==> src/rtl/can_crc_engine_pkg.sv <==
// Shared constants and state type for the CAN CRC engine: standard CAN/CAN FD
// generator polynomials, FD init values and the engine FSM encoding.
package can_pkg;
  localparam logic [14:0] CAN_CRC15_POLY = 15'h4599;
  localparam logic [16:0] CAN_CRC17_POLY = 17'h1685B;
  localparam logic [20:0] CAN_CRC21_POLY = 21'h102899;

  localparam logic [16:0] CAN_CRC17_INIT = 17'h10000;
  localparam logic [20:0] CAN_CRC21_INIT = 21'h100000;

  typedef enum logic [1:0] {
    ST_IDLE  = 2'd0,
    ST_ACCUM = 2'd1,
    ST_SHIFT = 2'd2,
    ST_RXCRC = 2'd3
  } crc_state_t;
endpackage

==> src/rtl/crc_lfsr_step.sv <==
// One MSB-first LFSR step of a CRC register; shared by accumulate and rx-check paths.
module crc_lfsr_step
  import can_pkg::*;
#(
  parameter int               CRC_W = 15,
  parameter logic [CRC_W-1:0] POLY  = CAN_CRC15_POLY
) (
  input  logic [CRC_W-1:0] crc,
  input  logic             bit_in,
  output logic [CRC_W-1:0] crc_next
);
  logic fb;

  always_comb begin
    fb       = bit_in ^ crc[CRC_W-1];
    crc_next = {crc[CRC_W-2:0], 1'b0};
    if (fb) crc_next = crc_next ^ POLY;
  end
endmodule

==> src/rtl/can_crc_engine.sv <==
// Configurable CAN CRC engine: accumulates the frame, then serialises the CRC
// field (tx) or absorbs the received CRC field and reports the residue (rx).
module can_crc_engine
  import can_pkg::*;
#(
  parameter int               CRC_W         = 15,
  parameter logic [CRC_W-1:0] POLY          = CAN_CRC15_POLY,
  parameter logic [CRC_W-1:0] INIT          = '0,
  parameter bit               INCLUDE_STUFF = 1'b0
) (
  input  logic             clk,
  input  logic             rst_n,
  input  logic             start,
  input  logic             abort,
  input  logic             mode,
  input  logic             bit_in,
  input  logic             bit_valid,
  input  logic             stuff_bit,
  input  logic             end_field,
  input  logic             shift_en,
  output logic [CRC_W-1:0] crc_out,
  output logic             crc_bit,
  output logic             crc_bit_valid,
  output logic             busy,
  output logic             done,
  output logic             crc_ok,
  output logic             crc_err,
  output logic [1:0]       dbg_state
);
  localparam int               CNT_W = $clog2(CRC_W + 1);
  localparam logic [CNT_W-1:0] LAST  = CNT_W'(CRC_W - 1);

  crc_state_t       state, state_next;
  logic [CRC_W-1:0] crc, crc_next, shreg;
  logic [CNT_W-1:0] cnt;
  logic             mode_q;
  logic             eff;
  logic             last;

  // bit_valid has no ready: the engine takes every valid bit in ACCUM/RXCRC;
  // stuff bits are dropped unless INCLUDE_STUFF folds them in.
  assign eff  = bit_valid & (~stuff_bit | INCLUDE_STUFF);
  assign last = (cnt == LAST);

  crc_lfsr_step #(.CRC_W(CRC_W), .POLY(POLY)) u_step (
    .crc      (crc),
    .bit_in   (bit_in),
    .crc_next (crc_next)
  );

  always_ff @(posedge clk or negedge rst_n) begin
    if (!rst_n) state <= ST_IDLE;
    else        state <= state_next;
  end

  always_comb begin
    state_next = state;
    if (abort) begin
      state_next = ST_IDLE;
    end else if (start) begin
      state_next = ST_ACCUM;
    end else begin
      case (state)
        ST_ACCUM: if (end_field)       state_next = mode_q ? ST_RXCRC : ST_SHIFT;
        ST_SHIFT: if (shift_en && last) state_next = ST_IDLE;
        ST_RXCRC: if (eff && last)      state_next = ST_IDLE;
        default:                        state_next = ST_IDLE;
      endcase
    end
  end

  always_comb begin
    busy          = (state != ST_IDLE);
    crc_bit_valid = (state == ST_SHIFT);
    crc_bit       = (state == ST_SHIFT) ? shreg[CRC_W-1] : 1'b0;
    dbg_state     = state;
    crc_out       = crc;
  end

  always_ff @(posedge clk or negedge rst_n) begin
    if (!rst_n) begin
      crc     <= INIT;
      shreg   <= '0;
      cnt     <= '0;
      mode_q  <= 1'b0;
      done    <= 1'b0;
      crc_ok  <= 1'b0;
      crc_err <= 1'b0;
    end else begin
      done <= 1'b0;
      if (abort) begin
        cnt     <= '0;
        crc_ok  <= 1'b0;
        crc_err <= 1'b0;
      end else if (start) begin
        crc     <= INIT;
        cnt     <= '0;
        mode_q  <= mode;
        crc_ok  <= 1'b0;
        crc_err <= 1'b0;
      end else begin
        case (state)
          ST_ACCUM: begin
            if (eff) crc <= crc_next;
            // The marker bit itself belongs to the CRC, so load what crc becomes.
            if (end_field) shreg <= eff ? crc_next : crc;
          end
          ST_SHIFT: begin
            if (shift_en) begin
              shreg <= {shreg[CRC_W-2:0], 1'b0};
              cnt   <= last ? '0 : cnt + CNT_W'(1);
              done  <= last;
            end
          end
          ST_RXCRC: begin
            if (eff) begin
              crc <= crc_next;
              cnt <= last ? '0 : cnt + CNT_W'(1);
              if (last) begin
                done    <= 1'b1;
                crc_ok  <= (crc_next == '0);
                crc_err <= (crc_next != '0);
              end
            end
          end
          default: ;
        endcase
      end
    end
  end
endmodule

==> config.mk <==
export PLATFORM = sky130hd
export DESIGN_NAME = can_crc_engine
export DESIGN_NICKNAME = d
export VERILOG_FILES = /design/src/rtl/can_crc_engine_pkg.sv /design/src/rtl/crc_lfsr_step.sv /design/src/rtl/can_crc_engine.sv
export SDC_FILE = /design/constraint.sdc
export NUM_CORES = 1
export LEC_CHECK = 0
export ABC_AREA = 1
export ABC_CLOCK_PERIOD_IN_PS = 1550
export CAP_MARGIN = 10
export CORE_ASPECT_RATIO = 1.25
export CORE_MARGIN = 3
export CORE_UTILIZATION = 28
export DETAILED_ROUTE_END_ITERATION = 8
export GPL_TIMING_DRIVEN = 0
export PLACE_DENSITY_LB_ADDON = 0.15
export SLEW_MARGIN = 10
export SYNTH_ARGS = -nofsm -noshare
export SYNTH_HDL_FRONTEND = slang
export SYNTH_SLANG_ARGS = --single-unit
==> constraint.sdc <==
create_clock -name clk -period 1.55 [get_ports clk]
set_input_delay 0.31 -clock clk [delete_from_list [all_inputs] [get_ports clk]]
set_output_delay 0.31 -clock clk [all_outputs]
set_load 0.03 [all_outputs]
==> flow_metrics.py <==
metrics = {
    "timing": {
        "rsz0062_at_grt": "yes",
        "finClkSkew_ns": 0.00739,
        "finalCritPeriodShare": 1.09,
        "max_freq_mhz": 594,
        "min_period_ns": 1.68,
        "tightest_slew_ns": 0.392,
        "relSlewSlack": 0.739,
        "setup_ws_ns": -0.133,
        "final_hold_viol_count": 0,
        "finalMaxSlewViolations": 0,
        "setup_viol": 4,
    },
    "synth": {
        "ys_ff_latch": 40,
        "avgSynthCellArea_um2": 7.23,
        "synthCells": 317,
        "synth_nets": 333,
        "synthTopCellsByArea": "dfrtp_1 44%, nand2_1 19%, inv_1 5.7%, nand3_1 5.0%, o21ai_0 5.0%",
        "netlist_area_mm2": 0.00229,
        "yosysTopAreaCell": "dfrtp_1",
        "yosysTopAreaCellShare": 0.437,
        "synth_cell_types": 31,
        "yosysSeqAreaShare": 0.437,
        "ys.warnings.count": 0,
    },
    "critical_path": {
        "crit_fanout": 4,
        "critPathLaunchType": "register",
        "slowest_delay_ns": 0.41,
        "timing.rr.start": "dbg_state[0]",
        "r2r-end": "shreg[4]",
        "rrSetupSlack_ns": -0.01,
        "critPathArrivalTime_ns": 1.37,
        "crit_family": "buffers and inverters",
        "r2r.worst_path.cells": 10,
        "endpoint_kind": "output port",
        "slowest_stage": "dfrtp_2",
        "cp_num_buf_inv": 5,
        "critPathKind": "register to output port",
        "path_cells": "inv_2, ha_4, buf_8, buf_8, nand2_2, inv_2, buf_6",
        "cp.required_ns": 1.24,
    },
    "clocking": {
        "cts_tree": "yes",
        "clkTransAtPathRegs_ns": 0.08,
        "cts.sinks": 40,
        "h-tree-depth": 2,
        "ctsRootBufferMaster": "clkbuf_8",
        "clockBufferDepth": 2,
        "worstSkewPairLatency_ns": 0.30,
        "cts_buffers": 5,
    },
    "cells_and_area": {
        "area_growth_pct": 38.8,
        "layout-drive-gt1-share": 0.213,
        "layout_commonest_cell": "nand2_1",
        "final_cells": 471,
        "design_area_mm2": 0.00318,
        "diodes": 0,
        "layout_common_cells": "107 x nand2_1, 38 x dfrtp_1, 32 x inv_1, 20 x nand3_1, 19 x dlygate4sd2_1",
        "layout.nets": 391,
    },
    "routing": {
        "drc": 0,
        "antenna_left": 0,
        "wl_per_cell_um": 13.9,
        "wl_um": 6560,
        "dr.pass1.iters": 4,
        "vias": 2273,
        "drtIter0Drc": 102,
        "avgViaCountPerCell": 4.83,
    },
    "grt": {
        "antenna_found_initial": 0,
        "grt_overflow": 0,
        "grt_pass1_wl_um": 10900,
        "first_global_vias": 2246,
        "grt_max_degree": 27,
        "grt_use_total": 0.149,
    },
    "placement": {
        "io_buffers": 32,
        "finalWeightedCongestion": 0.809,
        "dpl_cell_area_mm2": 0.00278,
        "place_inst": 445,
        "dp.final_hpwl_um": 4660,
    },
    "power_and_ir_drop": {
        "power_density_mw_per_mm2": 892,
        "peakVddDrop_v": 0.000354,
        "power_leakage_nw": 1.70,
    },
    "flow_run": {
        "max_cap_violations": 0,
    },
    "floorplanning": {
        "design.core.area_mm2": 0.00788,
        "rows": 36,
        "initial_core_util": 0.291,
        "dieArea_mm2": 0.00931,
        "die_h_um": 107,
        "die_w_um": 86.9,
        "ios": 33,
    },
    "outcome": {
        "violations": "setup timing",
        "status": "complete, but fails checks",
    },
    "worst_hold_path": {
        "hold_path_class": "input pin to async pin",
    },
}
## worst register-to-register path: cells and delay by family (launching register included)
kind	cells	cell delay (ns)
AOI/OAI and AO/OA	1	0.11
and+or+nand+nor	4	0.30
buffers and inverters	4	0.42
DFF	1	0.41
adders and majority gates	1	0.26
## report_power, final
group	switching [mW]	internal, mW	leakage (nW)
sequential	0.101	1.21	0.537
combinational	0.474	0.307	1.12
clock	0.385	0.364	0.0516
total	0.960	1.88	1.70
## final cells by class
| cell class | count | area [um^2] |
|---|---|---|
| Clock inverter | 2 | 13.8 |
| Fill cell | 818 | 4700 |
| Sequential cell | 40 | 1000 |
| Clock buffer | 6 | 82.6 |
| Buffer | 8 | 100 |
| Timing Repair Buffer | 51 | 444 |
| Multi-Input combinational cell | 232 | 1270 |
| Inverter | 37 | 143 |
| Tap cell | 95 | 119 |
## registers in the layout (all words and copies together) (netlist names)
| signal | flops |
|---|---|
| crc_out | 15 |
| shreg | 15 |
| cnt | 4 |
| dbg_state | 2 |
| crc_err | 1 |
| crc_ok | 1 |
| done | 1 |
| mode_q | 1 |
## metrics by stage
stage                     TNS, ns  setup slack, ns  power (mW)  utilization  hold slack [ns]
final                      -0.181           -0.133        2.84        0.403            0.470
after global routing        -1.17           -0.180        3.04        0.403            0.512
after CTS                  -0.390           -0.148        2.80        0.380            0.479
after detailed placement   -15.32           -0.569        1.99        0.353            0.256
after global placement     -56.04            -1.17        1.98        0.351            0.466
after floorplan           -0.0110          -0.0100        1.75            -           0.0144
## cells in the mapped netlist (all sizes together)
cell      n
nand2   119
xnor2     1
o211ai    4
or2       1
inv      36
nor3      3
ha        6
nand3    23
o22ai     9
dfrtp    40
mux2      1
o31ai     2
a31oi     1
clkbuf    3
buf       5
nand4     1
a21oi    12
nor2     23
nor4      1
o21ai    25
clkinv    1
## routing by layer
layer  part of all wire  routed length [um]  GRT usage
met1               0.45                2920      0.192
met3              0.048                 316     0.0261
met4              0.024                 160     0.0546
met2               0.48                3160      0.247
met5                  0                   0          0
## logic make-up after synthesis
| logic type | share of synthesized area |
|---|---|
| DFF | 0.437 |
| AOI/OAI and AO/OA | 0.133 |
| and+or+nand+nor | 0.310 |
| xor gates and xnor gates | 0.00382 |
| buffers and inverters | 0.0786 |
| muxes | 0.00491 |
| adders and majority gates | 0.0328 |
## worst max path at each step
| stage | start | depth (start not counted) | to | slack [ns] |
|---|---|---|---|---|
| global placement | rst_n | 1 | dbg_state[1] | -1.17 |
| floorplan | dbg_state[0] | 9 | shreg[0] | -0.01 |
| detailed placement | abort | 6 | crc_out[9] | -0.57 |
| global route | dbg_state[0] | 7 | crc_bit | -0.18 |
| finish | dbg_state[0] | 7 | crc_bit | -0.13 |
| CTS | dbg_state[1] | 6 | crc_bit | -0.15 |
## what timing repair did
action                                  in CTS  in global routing
cloned                                       1                  0
setup buffers                                7                  9
hold buffers                                 1                  0
pin swaps                                    4                  8
hold endpoints to repair                    14                  0
endpoints found under the setup margin      55                 38
gates resized for setup                     68                 37
No activity file was read; power rests on OpenSTA's default activity.
